**config.mk**
```make
export PLATFORM = sky130hd
export DESIGN_NAME = axi_lite_master
export DESIGN_NICKNAME = d
export VERILOG_FILES = /design/src/rtl/axi_lite_master_pkg.sv /design/src/rtl/axi_lite_master.sv
export SDC_FILE = /design/constraint.sdc
export NUM_CORES = 1
export LEC_CHECK = 0
export CAP_MARGIN = 25
export CELL_PAD_IN_SITES_DETAIL_PLACEMENT = 0
export CELL_PAD_IN_SITES_GLOBAL_PLACEMENT = 1
export CORE_MARGIN = 5
export CORE_UTILIZATION = 27
export CTS_CLUSTER_SIZE = 10
export DETAILED_ROUTE_END_ITERATION = 8
export PLACE_DENSITY = 0.83
export RECOVER_POWER = 50
export SLEW_MARGIN = 20
export SYNTH_ARGS = -nofsm -noshare
export SYNTH_HDL_FRONTEND = slang
export SYNTH_SLANG_ARGS = --single-unit
```
**constraint.sdc**
```tcl
create_clock -name clk -period 1.97 [get_ports clk]
set_input_delay 0.591 -clock clk [delete_from_list [all_inputs] [get_ports clk]]
set_output_delay 0.591 -clock clk [all_outputs]
set_load 0.01 [all_outputs]
```
**src/rtl/axi_lite_master_pkg.sv**
```systemverilog
// axi_lite_master_pkg: shared FSM encodings and AXI-Lite strobe constants
package axi_lite_master_pkg;
    typedef enum logic [2:0] {
        S_IDLE,
        S_WR,
        S_WR_RESP,
        S_RD_ADDR,
        S_RD_DATA
    } state_t;
    localparam int STRB_W = 4;
    localparam logic [STRB_W-1:0] STRB_FULL = 4'b1111;
endpackage

```
**src/rtl/axi_lite_master.sv**
```systemverilog
// axi_lite_master: single-outstanding request/response port to AXI-Lite initiator
import axi_lite_master_pkg::*;
module axi_lite_master #(
    parameter int ADDR_WIDTH = 32,
    parameter int DATA_WIDTH = 32
) (
    input  logic                  clk,
    input  logic                  resetn,
    input  logic                  i_req_valid,
    output logic                  o_req_ready,
    input  logic                  i_req_we,
    input  logic [ADDR_WIDTH-1:0] i_req_addr,
    input  logic [DATA_WIDTH-1:0] i_req_wdata,
    input  logic [STRB_W-1:0]     i_req_wstrb,
    output logic                  o_rsp_valid,
    output logic [DATA_WIDTH-1:0] o_rsp_rdata,
    output logic [ADDR_WIDTH-1:0] o_axi_awaddr,
    output logic                  o_axi_awvalid,
    input  logic                  i_axi_awready,
    output logic [DATA_WIDTH-1:0] o_axi_wdata,
    output logic [STRB_W-1:0]     o_axi_wstrb,
    output logic                  o_axi_wvalid,
    input  logic                  i_axi_wready,
    input  logic                  i_axi_bvalid,
    output logic                  o_axi_bready,
    output logic [ADDR_WIDTH-1:0] o_axi_araddr,
    output logic                  o_axi_arvalid,
    input  logic                  i_axi_arready,
    input  logic [DATA_WIDTH-1:0] i_axi_rdata,
    input  logic                  i_axi_rvalid,
    output logic                  o_axi_rready
);
    state_t                r_state;
    logic                  r_aw_done, r_w_done;
    logic                  r_awvalid, r_wvalid, r_bready, r_arvalid, r_rready, r_rsp_valid;
    logic [ADDR_WIDTH-1:0] r_awaddr, r_araddr;
    logic [DATA_WIDTH-1:0] r_wdata, r_rdata;
    logic [STRB_W-1:0]     r_wstrb;
    logic                  w_aw_all, w_w_all, w_rd_fin;

    assign w_aw_all = r_aw_done || (r_awvalid && i_axi_awready);
    assign w_w_all  = r_w_done || (r_wvalid && i_axi_wready);
    // rvalid together with arready completes the read straight from RD_ADDR
    assign w_rd_fin = i_axi_rvalid && (r_state == S_RD_DATA || (r_state == S_RD_ADDR && i_axi_arready));

    assign o_req_ready   = (r_state == S_IDLE) && resetn;
    assign o_rsp_valid   = r_rsp_valid;
    assign o_rsp_rdata   = r_rdata;
    assign o_axi_awaddr  = r_awaddr;
    assign o_axi_awvalid = r_awvalid;
    assign o_axi_wdata   = r_wdata;
    assign o_axi_wstrb   = r_wstrb;
    assign o_axi_wvalid  = r_wvalid;
    assign o_axi_bready  = r_bready;
    assign o_axi_araddr  = r_araddr;
    assign o_axi_arvalid = r_arvalid;
    assign o_axi_rready  = r_rready;

    always_ff @(posedge clk) begin
        if (!resetn) begin
            r_state     <= S_IDLE;
            r_aw_done   <= 1'b0;
            r_w_done    <= 1'b0;
            r_awvalid   <= 1'b0;
            r_wvalid    <= 1'b0;
            r_bready    <= 1'b0;
            r_arvalid   <= 1'b0;
            r_rready    <= 1'b0;
            r_rsp_valid <= 1'b0;
            r_awaddr    <= '0;
            r_araddr    <= '0;
            r_wdata     <= '0;
            r_wstrb     <= '0;
            r_rdata     <= '0;
        end else begin
            r_rsp_valid <= 1'b0;
            case (r_state)
                S_IDLE: if (i_req_valid) begin
                    r_awaddr <= i_req_addr;
                    r_araddr <= i_req_addr;
                    r_wdata  <= i_req_wdata;
                    r_wstrb  <= i_req_wstrb;
                    if (i_req_we) begin
                        r_awvalid <= 1'b1;
                        r_wvalid  <= 1'b1;
                        r_bready  <= 1'b1;
                        r_state   <= S_WR;
                    end else begin
                        r_arvalid <= 1'b1;
                        r_rready  <= 1'b1;
                        r_state   <= S_RD_ADDR;
                    end
                end
                S_WR: begin
                    if (r_awvalid && i_axi_awready) r_awvalid <= 1'b0;
                    if (r_wvalid && i_axi_wready) r_wvalid <= 1'b0;
                    r_aw_done <= w_aw_all && !w_w_all;
                    r_w_done  <= w_w_all && !w_aw_all;
                    if (w_aw_all && w_w_all) r_state <= S_WR_RESP;
                end
                S_WR_RESP: if (i_axi_bvalid) begin
                    r_bready    <= 1'b0;
                    r_rsp_valid <= 1'b1;
                    r_state     <= S_IDLE;
                end
                S_RD_ADDR: if (i_axi_arready) begin
                    r_arvalid <= 1'b0;
                    r_state   <= S_RD_DATA;
                end
                S_RD_DATA: ;
                default: r_state <= S_IDLE;
            endcase
            if (w_rd_fin) begin
                r_rdata     <= i_axi_rdata;
                r_rsp_valid <= 1'b1;
                r_rready    <= 1'b0;
                r_state     <= S_IDLE;
            end
        end
    end
endmodule

```
==> flow_summary.toml, run 1 <==
[sta]
fin_crit_sh_pct = 96.26
max_freq_ghz = 0.5273
worst_slew_pin_slew_ps = 881.8
clock_skew_ps = 5.992
finalHoldViolCount = 0
relSlewSlack_pct = 41.21
holdWs_ps = 449.6
finalMaxSlewViolations = 0
rsz0062_at_grt = "false"
setup_viol = 0
period_needed_ps = 1896

[power_and_ir_drop]
vdd_ir_drop_max_v = 0.0003567
fin_total_pwr_uw = 5360
p_leak_uw = 0.002741
power_density_nw_per_um2 = 742.3

[synthesis]
ys.warnings.count = 0
yosysTopAreaCell = "dfxtp_1"
netlist_instances = 527
synthesis.nets = 636
synth_area_leaders = "dfxtp_1 (50%), nand2_1 (17%), a21oi_1 (8.3%)"
yosysSeqAreaShare_pct = 50.24
synth-seq-cells = 111
syn_area_per_cell_um2 = 8.393
synth_top_area_share_pct = 50.24
netlist_area_um2 = 4423
synth_cell_types = 34

[cells_and_area]
area_growth_pct = 63.25
multi_input_area_um2 = 1727
final.fill_count = 1591
final_cell_mix = "nand2_1 (203), clkdlybuf4s50_1 (201), dfxtp_1 (111), a21oi_1 (73), dlygate4sd3_1 (43)"
antenna_cells = 0
mostFrequentLayoutCell = "nand2_1"
final_nets = 841
layout-drive-gt1-share_pct = 5.699
seq_area_um2 = 2222

[placement]
numPortBuffers = 247
hpwl_um = 9630
gp_congestion = 0.7035

[grt]
grt_pass1_wl_um = 19670
antenna_found_initial = 0
grt_util_met2_pct = 21.07
grt.busiest_layer = "met2"
track_usage_pct = 13.13
gr-total-overflow = 0
grt_pass1_vias = 3845
grt_use_met3_pct = 7.039
grt_max_degree = 75
met1_usage_pct = 14.93

[routing]
drc_errors = 0
drt-vias-per-instance = 4.282
drt_wl_total_um = 13180
via_count = 4081
drtAntennaViolNets = 0
firstDrtPassIters = 4
wl_per_cell_um = 13.83
dr.first_iter.drc_count = 138

[floorplanning]
die_area_um2 = 19040
die_x_um = 138.0
io_pins = 248
core_um2 = 16000
start_util_pct = 27.64
dieHeight_um = 138.0
rows = 46

[critical_path]
worst_path_max_delay_cell = "clkdlybuf4s50_1"
crit_path_start_kind = "flop"
crit_chain = "clkdlybuf4s50_1"
endpoint_kind = "output pin"
path_buf_inv = 1
cp.arrival_ps = 1310
cp_top_family = "buffers and inverters"
cpPeakStageDelay_ps = 600
crit_type = "flop to output pin"
cp_data_required_time_ps = 1380
cp_max_fo = 3

[clock_network]
worstSkewPairLatency_ps = 340
cts_buffers = 9
clk_path_buf_depth = 2
cts_tree = "built"
clk_pin_slew_worst_paths_ps = 70
cts_setup_buffers = 0
cts_sinks = 111
h-tree-depth = 3
cts-root-buf = "clkbuf_16"

[status]
status = "complete, no violations"

[flow_run]
cap_violations = 0

[min_path]
hp-class = "flop to flop"
## layer usage
metal	up-vias	routed length, um	part of all wire, %
li1	2084	-	-
met1	1814	5319	40
met2	174	5898	45
met3	9	1814	14
met4	0	144	1.1
met5	-	0	0
## report_power, final
group	leakage [uW]	total, uW	switching, uW	internal (uW)
Combinational	0.00169	964	411	553
Clock	0.000148	1980	861	1120
Sequential	0.000906	2420	63.9	2350
## registers in the layout (all words and copies together) (netlist names)
| name | count |
|---|---|
| o_axi_araddr | 32 |
| o_axi_bready | 1 |
| r_state | 3 |
| r_aw_done | 1 |
| o_axi_wstrb | 4 |
| o_axi_wdata | 32 |
| o_axi_awvalid | 1 |
| o_rsp_rdata | 32 |
| r_w_done | 1 |
| o_axi_arvalid | 1 |
| o_rsp_valid | 1 |
| o_axi_wvalid | 1 |
| o_axi_rready | 1 |
## cell type report
| cell class | instances | share of cell area, % |
|---|---|---|
| repair buffers | 265 | 37.01 |
| well taps | 216 | 3.743 |
| inverters | 2 | 0.1040 |
| multi-input cells | 343 | 23.91 |
| clock buffers | 9 | 3.119 |
| flip-flops and latches | 111 | 30.77 |
| clock inverters | 7 | 1.334 |
## through the flow
stage | cell area (um2) | util, % | setup TNS (ps) | instances | setup slack [ps]
final | 7221 | 45.13 | 0 | 953 | 73.64
after global routing | 7221 | 45.13 | 0 | 953 | 15.84
after CTS | 7232 | 45.20 | 0 | 953 | 32.84
after detailed placement | 6913 | 43.20 | -24370 | 937 | -329.5
after global placement | 6913 | 43.20 | -22420 | 937 | -298.3
after floorplan | 4429 | - | 0 | 527 | 74.74
## cell families after synthesis
group	share of synthesized area, %
mux	7.468
buf+inv	10.98
simple gates	20.48
flops	50.24
compound gates	10.83
## path summary, 6_finish.rpt
kind                   start               to  slack (ps)  cells past startpoint
min reg2reg  o_axi_wdata[14]  o_axi_wdata[14]         450                      2
max reg2reg       r_state[0]  o_rsp_rdata[10]         160                      5
max             o_axi_wvalid     o_axi_wvalid          70                      1
min          o_axi_wdata[14]  o_axi_wdata[14]         450                      2
## repair_timing
item                                    in CTS  in global routing
gates resized for setup                      2                  1
hold buffers                                 0                  0
cloned                                       0                  0
endpoints found under the setup margin       2                  7
## Yosys cell counts
| master | n |
|---|---|
| nand4bb_1 | 1 |
| buf_2 | 10 |
| a21boi_2 | 1 |
| nor4b_1 | 1 |
| nand2_1 | 203 |
| a32oi_1 | 1 |
| mux2i_1 | 33 |
| nor2_1 | 3 |
| o21ai_0 | 1 |
| nand4b_1 | 2 |
| a21boi_0 | 1 |
| o21a_1 | 3 |
| buf_4 | 32 |
| a21o_1 | 2 |
| nor2b_1 | 1 |
| a21oi_1 | 73 |
| nor4_1 | 1 |
| inv_1 | 2 |
| a211oi_1 | 3 |
| nor3b_2 | 1 |
| o31ai_1 | 2 |
| nand4_1 | 1 |
| a31oi_1 | 1 |
| nor3_1 | 2 |
| and4b_1 | 1 |
| or3_1 | 1 |
| nor3_2 | 1 |
| or4b_1 | 1 |
| buf_12 | 3 |
| dfxtp_1 | 111 |
| or3b_4 | 1 |
| clkbuf_1 | 22 |
| buf_6 | 4 |
| and3_1 | 1 |
No activity file was read; power rests on OpenSTA's default activity.
==> run 2: changes to the inputs <==
Settings changed: CORE_UTILIZATION 27 to 29, PLACE_DENSITY 0.83 to 0.88, SKIP_CTS_REPAIR_TIMING set to 1.
Clock period 1.97 ns to 2.35 ns, I/O delays scaled along.
==> run 2 against run 1 <==
  * Worst setup slack better by 160 ps
  * Sequential power down 16%
  * First-iteration DRC count up 41%
  * Die area down 6.4%
  * Clock-buffer cell count up 4
  * Sequential share of layout area up 0.46 points
  * Combinational power down 18%
==> flow_summary.toml, run 2 (synthesis gave the netlist of run 1 again) <==
[clock_network]
clk_pin_slew_worst_paths_ps = 70
clk_path_buf_depth = 2
cts_tree = "built"
cts_sinks = 111
cts_buffers = 9
worstSkewPairLatency_ps = 350
cts-root-buf = "clkbuf_16"
h-tree-depth = 3

[sta]
rsz0062_at_grt = "false"
relSlewSlack_pct = 6.123
worst_slew_pin_slew_ps = 1408
fin_crit_sh_pct = 90.26
max_freq_ghz = 0.4715
finalHoldViolCount = 0
period_needed_ps = 2121
tns_ps = 0
finalMaxSlewViolations = 0
clock_skew_ps = 9.048
setup_viol = 0
holdWs_ps = 450.0
layout_setup_ws_ps = 229.0

[critical_path]
cpPeakStageDelay_ps = 590
crit_path_start_kind = "primary input"
crit_chain = "dlygate4sd3_1 -> nand4b_1 -> a21boi_4 -> clkbuf_2 -> and4b_1"
cp_max_fo = 12
path_buf_inv = 2
cp_data_required_time_ps = 2600
cp.arrival_ps = 2370
worst_path_max_delay_cell = "dlygate4sd3_1"
crit_type = "primary input to flop"
cp_top_family = "buffers and inverters"
endpoint_kind = "flop"

[min_path]
hp-class = "flop to flop"

[grt]
antenna_found_initial = 2
grt_pass1_wl_um = 20320
grt_max_degree = 75
track_usage_pct = 14.10
grt_pass1_vias = 3901
gr-total-overflow = 0

[floorplanning]
die_x_um = 133.5
start_util_pct = 29.31
core_um2 = 15090
die_area_um2 = 17820
io_pins = 248
rows = 45
dieHeight_um = 133.5

[placement]
place_area_um2 = 6837
hpwl_um = 9474
gp_congestion = 0.7394
numPortBuffers = 247
place_ws_ps = -48.62

[cells_and_area]
area_growth_pct = 60.85
final_nets = 838
final_cell_mix = "nand2_1 (203), clkdlybuf4s50_1 (159), dfxtp_1 (111), dlygate4sd3_1 (86), a21oi_1 (73)"
mostFrequentLayoutCell = "nand2_1"
layout-drive-gt1-share_pct = 4.768
fin_area_um2 = 7114

[routing]
wl_per_cell_um = 14.20
drtAntennaViolNets = 0
firstDrtPassIters = 4
drt_wl_total_um = 13100
drc_errors = 0
via_count = 4093
drt-vias-per-instance = 4.434
dr.first_iter.drc_count = 194

[power_and_ir_drop]
power_density_nw_per_um2 = 610.6
fin_total_pwr_uw = 4344
vdd_ir_drop_max_v = 0.0002972
p_leak_uw = 0.002839

[status]
status = "complete, no violations"

[flow_run]
cap_violations = 0
run 2: power breakdown:
part	internal [uW]	switching (uW)
combinational	443	344
clock	857	674
sequential	1970	53.7
total	3270	1070
run 2: per-stage QoR:
stage               util [%]  instances
floorplan                  -        527
global placement       45.31        906
detailed placement     45.31        906
CTS                    47.25        922
global route           47.15        923
finish                 47.15        923
run 2: worst paths after layout:
check	cells after the start	slack, ps	start	to
worst max-delay path	5	230	i_axi_arready	r_state[0]
worst min-delay path	2	450	o_rsp_rdata[9]	o_rsp_rdata[9]
worst min register to register	2	450	o_rsp_rdata[9]	o_rsp_rdata[9]
worst max register to register	5	500	r_state[0]	r_state[0]
run 2: tightest hold or removal path, cell delays in order (launching register included):
cell     delay, ps
dfxtp_1        310
nand2_1         50
mux2i_1         50
run 2: layer usage:
| metal | wire, um | global-route usage [%] |
|---|---|---|
| met2 | 5919 | 22.74 |
| met5 | 11 | 0 |
| met1 | 5393 | 16.19 |
| met4 | 222 | 5.371 |
| met3 | 1556 | 6.835 |
run 2: cell type report:
type / count / area, um2
antenna: 1 / 2.502
clock buffer: 13 / 250.2
clock inverter: 3 / 42.54
fill: 1468 / 7975
inverter: 2 / 7.507
multi-input combinational: 343 / 1730
sequential: 111 / 2222
tap: 188 / 235.2
timing repair buffer: 262 / 2624
==> run 3: changes to the inputs <==
Settings changed: RECOVER_POWER 50 to not set.
==> run 3 against run 2 <==
  * Power rose by 0.74%
  * Routed wire length up 0.14%
  * Clock-buffer cell count stayed put
  * Worst setup slack improved by 82 ps
  * Non-clock buffer count is the same
  * Combinational power rose by 3.6%
  * Largest cell class unchanged
  * Highest routed layer unchanged
==> flow_summary.toml, run 3 (synthesis gave the netlist of run 1 again) <==
[clock_network]
cts_sinks = 111
cts_buffers = 9
h-tree-depth = 3
clk_path_buf_depth = 2
cts-root-buf = "clkbuf_16"
clk_pin_slew_worst_paths_ps = 70
cts_tree = "built"
worstSkewPairLatency_ps = 350

[placement]
hpwl_um = 9474
gp_congestion = 0.7394
place_ws_ps = -48.62
numPortBuffers = 247
dp_cells = 906

[cells_and_area]
area_growth_pct = 61.39
final_cell_mix = "clkdlybuf4s50_1 (245), nand2_1 (203), dfxtp_1 (111), a21oi_1 (73), mux2i_1 (33)"
multi_input_area_um2 = 1735
final_nets = 838
mostFrequentLayoutCell = "clkdlybuf4s50_1"
instances_no_fill = 922
seq_area_um2 = 2222
final.fill_count = 1468
layout-drive-gt1-share_pct = 5.041
antenna_cells = 0

[critical_path]
crit_chain = "clkdlybuf4s50_1 -> or4b_2 -> buf_12 -> nand2_1 -> a21oi_1"
cp_max_fo = 39
worst_path_max_delay_cell = "or4b_2"
cp_top_family = "simple AND/OR/NAND/NOR gates"
path_buf_inv = 2
worstReg2RegEnd = "o_axi_wdata[19]"
reg2reg_slack_ps = 550
cp.arrival_ps = 2230
r2r-start = "r_state[2]"
cp_data_required_time_ps = 2540
crit_type = "primary input to flop"
cpPeakStageDelay_ps = 670
worstRegToRegCells = 5
crit_path_start_kind = "primary input"
endpoint_kind = "flop"

[flow_run]
cap_violations = 0

[sta]
period_needed_ps = 2039
finalHoldViolCount = 0
setup_viol = 0
holdWs_ps = 453.4
fin_crit_sh_pct = 86.78
rsz0062_at_grt = "false"
relSlewSlack_pct = 45.79
worst_slew_pin_slew_ps = 813.2
layout_setup_ws_ps = 310.8
clock_skew_ps = 9.151
finalMaxSlewViolations = 0
max_freq_ghz = 0.4904

[floorplanning]
die_x_um = 133.5
io_pins = 248
core_um2 = 15090
rows = 45
dieHeight_um = 133.5
start_util_pct = 29.31
die_area_um2 = 17820

[power_and_ir_drop]
power_density_nw_per_um2 = 613.0
p_leak_uw = 0.002595
fin_total_pwr_uw = 4376
vdd_ir_drop_max_v = 0.0003086

[grt]
antenna_found_initial = 1
grt_pass1_wl_um = 20320
grt_pass1_vias = 3901
grt_max_degree = 75
track_usage_pct = 14.10
gr-total-overflow = 0

[routing]
drt-vias-per-instance = 4.439
drtAntennaViolNets = 0
drt_wl_total_um = 13120
dr.first_iter.drc_count = 212
wl_per_cell_um = 14.23
firstDrtPassIters = 4
drc_errors = 0
via_count = 4093

[min_path]
hold-path-endpoint = "o_axi_wdata[4]"
hp-class = "flop to flop"
holdCritStartpoint = "o_axi_wdata[4]"
min_path_cells = 2

[status]
status = "complete, no violations"
-- run 3: cell types whose count changed in the layout (fill, tap and decap cells not counted), sizes merged --
cell / before / now
dlygate4sd3: 86 / 0
clkdlybuf4s50: 159 / 245
clkbuf: 15 / 13
buf: 14 / 16
diode: 1 / 0
-- run 3: area by class of cell --
type                    instances  share of cell area, %
repair buffers                262                  37.06
flip-flops and latches        111                  31.13
clock inverters                 3                 0.5960
multi-input cells             343                  24.31
well taps                     188                  3.295
clock buffers                  13                  3.506
inverters                       2                 0.1052
-- run 3: worst min-delay path: cells and delay by family, from the launching register on --
kind               cells  cell delay, ps
DFF                    1             310
AOI/OAI and AO/OA      1              50
and+or+nand+nor        1              50
-- run 3: power by group --
part | total (uW) | switching, uW | internal [uW] | leakage (uW)
registers | 2030 | 56.8 | 1970 | 0.000906
logic | 815 | 344 | 471 | 0.00155
clock network | 1530 | 675 | 857 | 0.000140
-- run 3: worst max path at each step --
stage                 from               to  slack [ps]  cells past startpoint
2_1_floorplan       resetn      o_req_ready         110                      4
3_5_place_dp        resetn      o_req_ready         -50                      5
3_3_place_gp        resetn      o_req_ready         -50                      5
5_1_grt        i_req_valid  o_axi_araddr[1]         240                      5
4_1_cts             resetn      o_req_ready         -50                      5
6_report       i_req_valid  o_axi_wdata[19]         310                      5
-- run 3: through the flow --
stage          setup TNS [ps]  utilization (%)  area, um2
2_1_floorplan               0                -       4423
3_3_place_gp            -1516            45.31       6837
3_5_place_dp            -1943            45.31       6837
4_1_cts                -48.66            47.25       7129
5_1_grt                     0            47.31       7138
6_report                    0            47.31       7138
-- run 3: metal layers --
metal	vias to the layer above	track usage [%]	share of wire, %
met3	16	6.835	12
met2	178	22.74	45
met4	2	5.371	1.7
met1	1823	16.19	42
li1	2074	-	-
met5	-	0	0.084
